File: config.mk
export PLATFORM = sky130hd
export DESIGN_NAME = cla_digit_serial_adder
export DESIGN_NICKNAME = d
export VERILOG_FILES = /design/src/rtl/cla_digit_serial_adder.sv
export SDC_FILE = /design/constraint.sdc
export NUM_CORES = 1
export LEC_CHECK = 0
export BUFFER_PORTS_ARGS = -buffer_cell sky130_fd_sc_hd__buf_2
export CELL_PAD_IN_SITES_DETAIL_PLACEMENT = 0
export CELL_PAD_IN_SITES_GLOBAL_PLACEMENT = 2
export CORE_UTILIZATION = 29
export CTS_BUF_LIST = sky130_fd_sc_hd__clkbuf_2
export DETAILED_ROUTE_END_ITERATION = 12
export PLACE_DENSITY = 0.79
export RECOVER_POWER = 100
export SKIP_LAST_GASP = 1
export SLEW_MARGIN = 20
export SYNTH_ARGS = -nofsm -noshare
export SYNTH_HDL_FRONTEND = slang
export SYNTH_HIERARCHICAL = 1
export SYNTH_SLANG_ARGS = --single-unit
File: constraint.sdc
create_clock -name clk -period 1.7 [get_ports clk]
set_input_delay 0.34 -clock clk [delete_from_list [all_inputs] [get_ports clk]]
set_output_delay 0.34 -clock clk [all_outputs]
set_load 0.05 [all_outputs]
File: src/rtl/cla_digit_serial_adder.sv
// ---------------------------------------------------------------------------
// cla_digit_serial_adder
//   Multi-cycle WIDTH-bit adder. One 4-bit carry-lookahead slice is reused
//   once per clock, least significant nibble first. A carry register links
//   each nibble to the next. The sum is shifted in from the top, so after
//   N = WIDTH/4 RUN edges it sits fully aligned in sum.
//   It also reports two's-complement overflow of the full-width add.
//
// Ports
//   clk        rising-edge clock
//   rst        synchronous reset, active-high
//   in_valid   operands valid          in_ready   block can accept operands
//   a, b       WIDTH-bit addends       c_in       carry in
//   out_valid  result valid            out_ready  consumer accepts result
//   sum        registered sum          c_out      registered carry out
//   ovf        registered signed overflow
//
// WIDTH must be a multiple of 4 and at least 4.
// ---------------------------------------------------------------------------

module four_bit_carry_lookahead_adder (
  input  logic [3:0] a,
  input  logic [3:0] b,
  input  logic       c_in,
  output logic [3:0] sum,
  output logic       c_out
);
  logic [3:0] g;
  logic [3:0] p;
  logic [4:0] c;

  assign g = a & b;
  assign p = a ^ b;

  // Each carry is flattened into generate/propagate terms, so no carry
  // ripples through the slice.
  assign c[0] = c_in;
  assign c[1] = g[0] | (p[0] & c[0]);
  assign c[2] = g[1] | (p[1] & g[0]) | (p[1] & p[0] & c[0]);
  assign c[3] = g[2] | (p[2] & g[1]) | (p[2] & p[1] & g[0])
              | (p[2] & p[1] & p[0] & c[0]);
  assign c[4] = g[3] | (p[3] & g[2]) | (p[3] & p[2] & g[1])
              | (p[3] & p[2] & p[1] & g[0])
              | (p[3] & p[2] & p[1] & p[0] & c[0]);

  assign sum   = p ^ c[3:0];
  assign c_out = c[4];
endmodule

module cla_digit_serial_adder #(
  parameter int WIDTH = 16
) (
  input  logic             clk,
  input  logic             rst,
  input  logic             in_valid,
  output logic             in_ready,
  input  logic [WIDTH-1:0] a,
  input  logic [WIDTH-1:0] b,
  input  logic             c_in,
  output logic             out_valid,
  input  logic             out_ready,
  output logic [WIDTH-1:0] sum,
  output logic             c_out,
  output logic             ovf
);
  localparam int N  = WIDTH / 4;
  localparam int CW = (N > 1) ? $clog2(N) : 1;
  localparam logic [CW-1:0] LAST = CW'(N - 1);

  typedef enum logic [1:0] {
    IDLE = 2'd0,
    RUN  = 2'd1,
    DONE = 2'd2
  } state_t;

  state_t           state_q, state_d;
  logic [WIDTH-1:0] a_sh_q, a_sh_d;
  logic [WIDTH-1:0] b_sh_q, b_sh_d;
  logic [WIDTH-1:0] sum_q, sum_d;
  logic [CW-1:0]    count_q, count_d;
  logic             carry_q, carry_d;
  logic             msb_a_q, msb_a_d;
  logic             msb_b_q, msb_b_d;
  logic             c_out_q, c_out_d;
  logic             ovf_q, ovf_d;
  logic             out_valid_q, out_valid_d;

  logic [3:0]       slice_sum;
  logic             slice_cout;
  logic [WIDTH-1:0] sum_shift;

  four_bit_carry_lookahead_adder u_slice (
    .a    (a_sh_q[3:0]),
    .b    (b_sh_q[3:0]),
    .c_in (carry_q),
    .sum  (slice_sum),
    .c_out(slice_cout)
  );

  // Each new nibble enters at the top. After N shifts the first nibble
  // has reached bit 0. With one nibble there is nothing to shift down.
  generate
    if (WIDTH == 4) begin : g_sum_narrow
      assign sum_shift = slice_sum;
    end else begin : g_sum_wide
      assign sum_shift = {slice_sum, sum_q[WIDTH-1:4]};
    end
  endgenerate

  assign in_ready  = (state_q == IDLE) && !rst;
  assign out_valid = out_valid_q;
  assign sum       = sum_q;
  assign c_out     = c_out_q;
  assign ovf       = ovf_q;

  always_comb begin
    state_d     = state_q;
    a_sh_d      = a_sh_q;
    b_sh_d      = b_sh_q;
    sum_d       = sum_q;
    count_d     = count_q;
    carry_d     = carry_q;
    msb_a_d     = msb_a_q;
    msb_b_d     = msb_b_q;
    c_out_d     = c_out_q;
    ovf_d       = ovf_q;
    out_valid_d = out_valid_q;

    case (state_q)
      IDLE: begin
        if (in_valid && in_ready) begin
          a_sh_d  = a;
          b_sh_d  = b;
          carry_d = c_in;
          count_d = '0;
          msb_a_d = a[WIDTH-1];
          msb_b_d = b[WIDTH-1];
          state_d = RUN;
        end
      end
      RUN: begin
        sum_d   = sum_shift;
        a_sh_d  = a_sh_q >> 4;
        b_sh_d  = b_sh_q >> 4;
        carry_d = slice_cout;
        count_d = count_q + CW'(1);
        if (count_q == LAST) begin
          c_out_d     = slice_cout;
          // The carry into the MSB is a^b^s at that bit. XOR it with the
          // carry out to get two's-complement overflow.
          ovf_d       = slice_cout ^ msb_a_q ^ msb_b_q ^ slice_sum[3];
          out_valid_d = 1'b1;
          state_d     = DONE;
        end
      end
      DONE: begin
        if (out_valid_q && out_ready) begin
          out_valid_d = 1'b0;
          state_d     = IDLE;
        end
      end
      default: begin
        state_d     = IDLE;
        out_valid_d = 1'b0;
      end
    endcase
  end

  always_ff @(posedge clk) begin
    if (rst) begin
      state_q     <= IDLE;
      a_sh_q      <= '0;
      b_sh_q      <= '0;
      sum_q       <= '0;
      count_q     <= '0;
      carry_q     <= 1'b0;
      msb_a_q     <= 1'b0;
      msb_b_q     <= 1'b0;
      c_out_q     <= 1'b0;
      ovf_q       <= 1'b0;
      out_valid_q <= 1'b0;
    end else begin
      state_q     <= state_d;
      a_sh_q      <= a_sh_d;
      b_sh_q      <= b_sh_d;
      sum_q       <= sum_d;
      count_q     <= count_d;
      carry_q     <= carry_d;
      msb_a_q     <= msb_a_d;
      msb_b_q     <= msb_b_d;
      c_out_q     <= c_out_d;
      ovf_q       <= ovf_d;
      out_valid_q <= out_valid_d;
    end
  end
endmodule

==> impl_results.md, run 1 <==
* VDD IR max at 0.404 mV
* Setup TNS at -0.139 ns
* CP required at 2.09 ns
* CTS root buf: clkbuf_2
* Comb pwr share at 19.0%
* TritonRoute pass-1 iters at 4
* Total power at 3.12 mW
* Top Usage Layer GRT: met2
* Clock power frac at 32.7%
* Seq/Total Area, Yosys at 45.1%
* Via count at 2311
* Detail-routed via count per cell at 4.79
* Post-synthesis cell count at 311
* Number of antenna diodes at 0
* Area growth from synthesis to layout at 25.5%
* Routed WL per cell at 12.9 um
* 1st-iter DRT viols at 79
* Share of post-route cells with drive strength above 1 at 28.3%
* CP startpoint kind: register
* Hold Slack at 0.0611 ns
* Vias in the first global route at 2113
* Sw Share at 29.5%
* CP Capture Type: register
* I/O Pins at 57
* Unique masters post-synth at 29
* All-Layer GR Usage at 14.8%
* Top-area cell type share of the netlist area at 45.1%
* MaxCap Viol Count at 0
* Die Width at 96.2 um
* RSZ-0062 raised after global routing: true
* Num rows at 34
* Leading area contributor after synthesis: dfxtp_1
* Residual DRC at 0
* Pleak at 1.30 nW
* TritonCTS clock tree: built
* Post-synth EDFFs at 0
* Area post-placement at 3010 sq um
* Mapped Area at 2570 sq um
* Final instance area at 3230 sq um
* Antenna violations before repair at 0
* Synth warnings at 6
* Total Wirelength at 6.23 mm
* Fin crit share at 103%
* Psw at 0.921 mW
* Clk pin slew, worst setup/hold paths at 0.19 ns
* Final setup fails at 6
* Fin nets at 412
* #FFs+latches synth at 58
* Initial Util at 29.7%
* Global-route wire length before repair at 10.1 mm
* WP data arrival at 2.13 ns
* Top_reg_cell synth: dfxtp_1
* Largest net degree at the start of global routing at 34
* Routability cong. at 0.782
* Asr flop ratio synth at 0%
* PwrDens at 966 nW/um^2
* Min-delay worst type: in2reg
* Clock Sinks at 58
* Count of pins over their slew limit at 0
* Outcome: complete, but fails checks
* Syn_nets at 354
* H-tree level count at 3
* Die area at 9260 sq um
* HPWL Detailed at 4.14 mm
* Cts bufs inserted at 9
* Die height at 96.2 um
* Synth top area cells: dfxtp_1 (45%), nand2_1 (15%), a311oi_1 (8.8%)
* Crit path time final at 1.75 ns
* Port bufs at 56
* Max Root-Sink Buffers at 2
* Global route total overflow at 0
* M3 GR Usage at 5.69%
* Cell internal pwr at 2.20 mW
* Final WS setup at -0.0458 ns
* Max Fclk at 573 MHz
* GR Layer Usage met1 at 18.8%
* Least-Margin Pin Slew at 0.454 ns
* WS Path Type: reg2reg
* Antenna-violating nets left at 0
* Core area at 8680 sq um
* Failing checks: negative setup slack
* Worst slew margin at 69.7%
* Worst-skew pair later-pin latency at 0.49 ns
* Syn avg cell area at 8.28 sq um
* Clk_skew at 0.0245 ns
* Pre-CTS WS at -0.0663 ns
* Final hold vios at 0
* Crit Path Max Fanout at 2
* Seq pwr share at 48.3%
* Met2 usage at 23.3%
[logic make-up after synthesis]
family	synth area share [%]
AND/OR/NAND/NOR	24.4
multiplexers	0.389
adder cells (fa/ha/maj)	3.21
AO/OA/AOI/OAI	17.1
XOR/XNOR	2.04
flip-flops	45.1
buffers and inverters	7.77
[worst max-delay path: stages, from the launching register on]
cell and delay, ns:
dfxtp_2 0.37, ha_4 0.22, a21o_1 0.18, a31o_1 0.22, a21o_1 0.21, xnor2_2 0.14, xnor2_1 0.12, a311oi_1 0.21
[layout make-up]
| cell class | instances | area (sq um) |
|---|---|---|
| Inverter | 4 | 15.0 |
| Clock inverter | 7 | 93.8 |
| Clock buffer | 9 | 45.0 |
| Multi-Input combinational cell | 220 | 1270 |
| Fill cell | 949 | 5450 |
| Sequential cell | 58 | 1170 |
| Timing Repair Buffer | 76 | 505 |
| Tap cell | 108 | 135 |
[per-stage QoR]
stage	util, %	instances
2_1_floorplan	-	311
3_3_place_gp	34.7	463
3_5_place_dp	34.7	463
4_1_cts	36.5	481
5_1_grt	37.2	482
6_report	37.2	482
[power by group through the flow]
stage / clock network [mW] / registers [mW] / logic [mW]
final: 1.02 / 1.51 / 0.593
after global routing: 1.13 / 1.52 / 0.661
after CTS: 1.07 / 1.50 / 0.584
after detailed placement: 0 / 1.53 / 0.578
after global placement: 0 / 1.53 / 0.573
after floorplan: 0 / 1.55 / 0.382
[Yosys cell counts (2+ instances only)]
cell	n
nand2b_1	3
buf_8	2
nand2_1	102
inv_1	4
buf_6	3
buf_1	2
a21oi_1	33
ha_1	5
clkbuf_1	5
nand3_1	2
nor2_1	4
nor3_1	26
buf_2	13
dfxtp_1	58
buf_4	4
a311oi_1	26
xnor2_1	5
a21o_1	3
[timing repair]
item,CTS,global route
gates resized for setup,1,14
buffers inserted,0,1
setup endpoints to repair,2,4
endpoints found under the hold margin,2,0
hold buffers,2,0
pin swaps,0,1
[per-layer routing]
metal / wire length [um] / part of all wire [%]
met1: 3070 / 49
met2: 2760 / 44
met3: 340 / 5.5
met4: 60 / 0.96
met5: 0 / 0
[flip-flops by register name, indices dropped and copies added (netlist names)]
signal     count
a_sh_q        16
b_sh_q        16
sum           16
count_q        2
state_q        2
c_out          1
carry_q        1
msb_a_q        1
msb_b_q        1
out_valid      1
ovf            1
[placed cells by master (no fill, tap or decap), types with 3 or more instances in the layout]
cell type	count
xnor2_1	4
buf_4	11
nor3_1	25
buf_12	5
dfxtp_2	6
a21o_1	3
buf_2	37
inv_1	4
nand2_1	102
nor2_1	4
a21oi_1	33
dfxtp_1	52
a311oi_1	26
clkbuf_2	28
[final timing paths]
kind | startpoint | end | slack [ns] | cells past startpoint
worst min-delay path | a[13] | a_sh_q[13]$_SDFFE_PP0P_ | 0.06 | 3
worst max register to register | a_sh_q[0]$_SDFFE_PP0P_ | ovf$_SDFFE_PP0P_ | -0.05 | 7
worst max-delay path | a_sh_q[0]$_SDFFE_PP0P_ | ovf$_SDFFE_PP0P_ | -0.05 | 7
worst min register to register | sum[1]$_SDFFE_PP0N_ | sum[1]$_SDFFE_PP0N_ | 0.46 | 2
Power figures use the tool's default switching activity.
==> inputs of run 2 (changes only) <==
SKIP_CTS_REPAIR_TIMING = 1   (was not set)
==> run 2 against run 1 <==
Effect of this change: the run still ends with negative setup slack left; register-to-register slack hardly changed; clock-buffer cell count stayed put; first-iteration DRC count fell by 18%; critical endpoint unchanged.
==> impl_results.md, run 2 (synthesis results as in run 1) <==
* HPWL Detailed at 4.14 mm
* Crit Reg-Reg Startpoint: a_sh_q[0]$_SDFFE_PP0P_
* Psw at 0.922 mW
* Failing checks: negative setup slack
* Pre-CTS WS at -0.0663 ns
* Total power at 3.12 mW
* Clock power frac at 32.7%
* Die area at 9260 sq um
* Initial Util at 29.7%
* Clk pin slew, worst setup/hold paths at 0.19 ns
* Hold_sp: a[13]
* Setup TNS at -0.123 ns
* CP startpoint kind: register
* Critical R2R Capture: ovf$_SDFFE_PP0P_
* Count of pins over their slew limit at 0
* TritonCTS clock tree: built
* WS Path Type: reg2reg
* DR top layer: met4
* Max Fclk at 573 MHz
* Area growth from synthesis to layout at 25.5%
* Die height at 96.2 um
* Clk_skew at 0.0243 ns
* Fin crit share at 103%
* 1st-iter DRT viols at 65
* Final instance area at 3230 sq um
* Num rows at 34
* Final core utilization at 37.2%
* CP Capture Type: register
* Crit Path Max Fanout at 2
* Sw Share at 29.5%
* Met1 WL at 3.09 mm
* Critical Path, Cell by Cell: ha_4 -> a21o_1 -> a31o_1 -> a21o_1 -> xnor2_2 -> xnor2_1 -> a311oi_1
* Seq pwr share at 48.3%
* Commonest non-fill, non-tap cell in the layout: nand2_1
* Residual DRC at 0
* Outcome: complete, but fails checks
* WL met2 at 2.75 mm
* RSZ-0062 raised after global routing: true
* Final hold vios at 0
* Hold Slack at 0.0578 ns
* Routability cong. at 0.782
* Detail-routed via count per cell at 4.80
* Met3 routed WL at 343 um
* Largest net degree at the start of global routing at 34
* Clock Sinks at 58
* All-Layer GR Usage at 14.8%
* Share of post-route cells with drive strength above 1 at 28.3%
* Max Root-Sink Buffers at 2
* TritonRoute pass-1 iters at 4
* Routed WL per cell at 12.9 um
* Least-Margin Pin Slew at 0.453 ns
* I/O Pins at 57
* Min-delay worst type: in2reg
* VDD IR max at 0.406 mV
* Antenna-violating nets left at 0
* Vias in the first global route at 2113
* CTS root buf: clkbuf_2
* Slowest-stage cell, CP: dfxtp_2
* CP required at 2.09 ns
* Cell internal pwr at 2.20 mW
* R2r setup slk at -0.05 ns
* Comb pwr share at 19.0%
* Final Instance Count excl. Fillers at 482
* WHS Path Cells at 3
* Global route total overflow at 0
* Area post-placement at 3010 sq um
* Port bufs at 56
* Worst slew margin at 69.8%
* WP data arrival at 2.13 ns
* Cts bufs inserted at 9
* Number of antenna diodes at 0
* Fin nets at 412
* PwrDens at 967 nW/um^2
* Via count at 2312
* Placed Instances at 463
* Core area at 8680 sq um
* MaxCap Viol Count at 0
* Die Width at 96.2 um
* Antenna violations before repair at 0
* Final WS setup at -0.0460 ns
* Global-route wire length before repair at 10.1 mm
* H-tree level count at 3
* Final setup fails at 5
* Worst hold endpoint: a_sh_q[13]$_SDFFE_PP0P_
* Worst-skew pair later-pin latency at 0.49 ns
* Crit path time final at 1.75 ns
* Reg2reg path depth at 7
* Critical Path Max Stage Delay at 0.37 ns
* Pleak at 1.30 nW
* Most common cell on crit path: a21o_1
* Most frequent cells in the layout: nand2_1 (102), dfxtp_1 (52), buf_2 (37)
* Total Wirelength at 6.24 mm
==> run 2: cell counts in the layout (fill, tap and decap cells not counted) <==
No cell type changed its count.
==> run 2: worst max-delay path by stage <==
stage                      startpoint          endpoint  slack [ns]  cells past startpoint
2_1_floorplan  b_sh_q[2]$_SDFFE_PP0P_  ovf$_SDFFE_PP0P_        0.03                      7
3_3_place_gp   b_sh_q[2]$_SDFFE_PP0P_  ovf$_SDFFE_PP0P_       0.008                      7
3_5_place_dp   b_sh_q[2]$_SDFFE_PP0P_  ovf$_SDFFE_PP0P_       -0.07                      7
4_1_cts        b_sh_q[2]$_SDFFE_PP0P_  ovf$_SDFFE_PP0P_       -0.11                      7
5_1_grt        a_sh_q[0]$_SDFFE_PP0P_  ovf$_SDFFE_PP0P_       -0.12                      7
6_report       a_sh_q[0]$_SDFFE_PP0P_  ovf$_SDFFE_PP0P_       -0.05                      7
==> run 2: routing by layer <==
layer / global-route usage (%) / vias up
met2: 23.3 / 61
met4: 3.73 / 0
met3: 5.69 / 5
met5: 0 / -
met1: 18.8 / 1056
li1: - / 1190
==> run 2: layout make-up <==
type,count,area (sq um)
repair buffers,76,505
well taps,108,135
clock inverters,7,93.8
inverters,4,15.0
multi-input cells,220,1270
fillers,949,5450
clock buffers,9,45.0
flip-flops and latches,58,1170
==> run 2: power groups by stage <==
stage | Combinational, mW | Clock, mW | Sequential [mW]
2_1_floorplan | 0.382 | 0 | 1.55
3_3_place_gp | 0.573 | 0 | 1.53
3_5_place_dp | 0.578 | 0 | 1.53
4_1_cts | 0.580 | 1.07 | 1.50
5_1_grt | 0.661 | 1.13 | 1.52
6_report | 0.593 | 1.02 | 1.51
==> run 2: worst max-delay path: cells and delay by family, from the launching register on <==
kind / cells / cell delay (ns)
xor gates and xnor gates: 2 / 0.26
AOI/OAI and AO/OA: 4 / 0.82
adders and majority gates: 1 / 0.22
DFF: 1 / 0.37
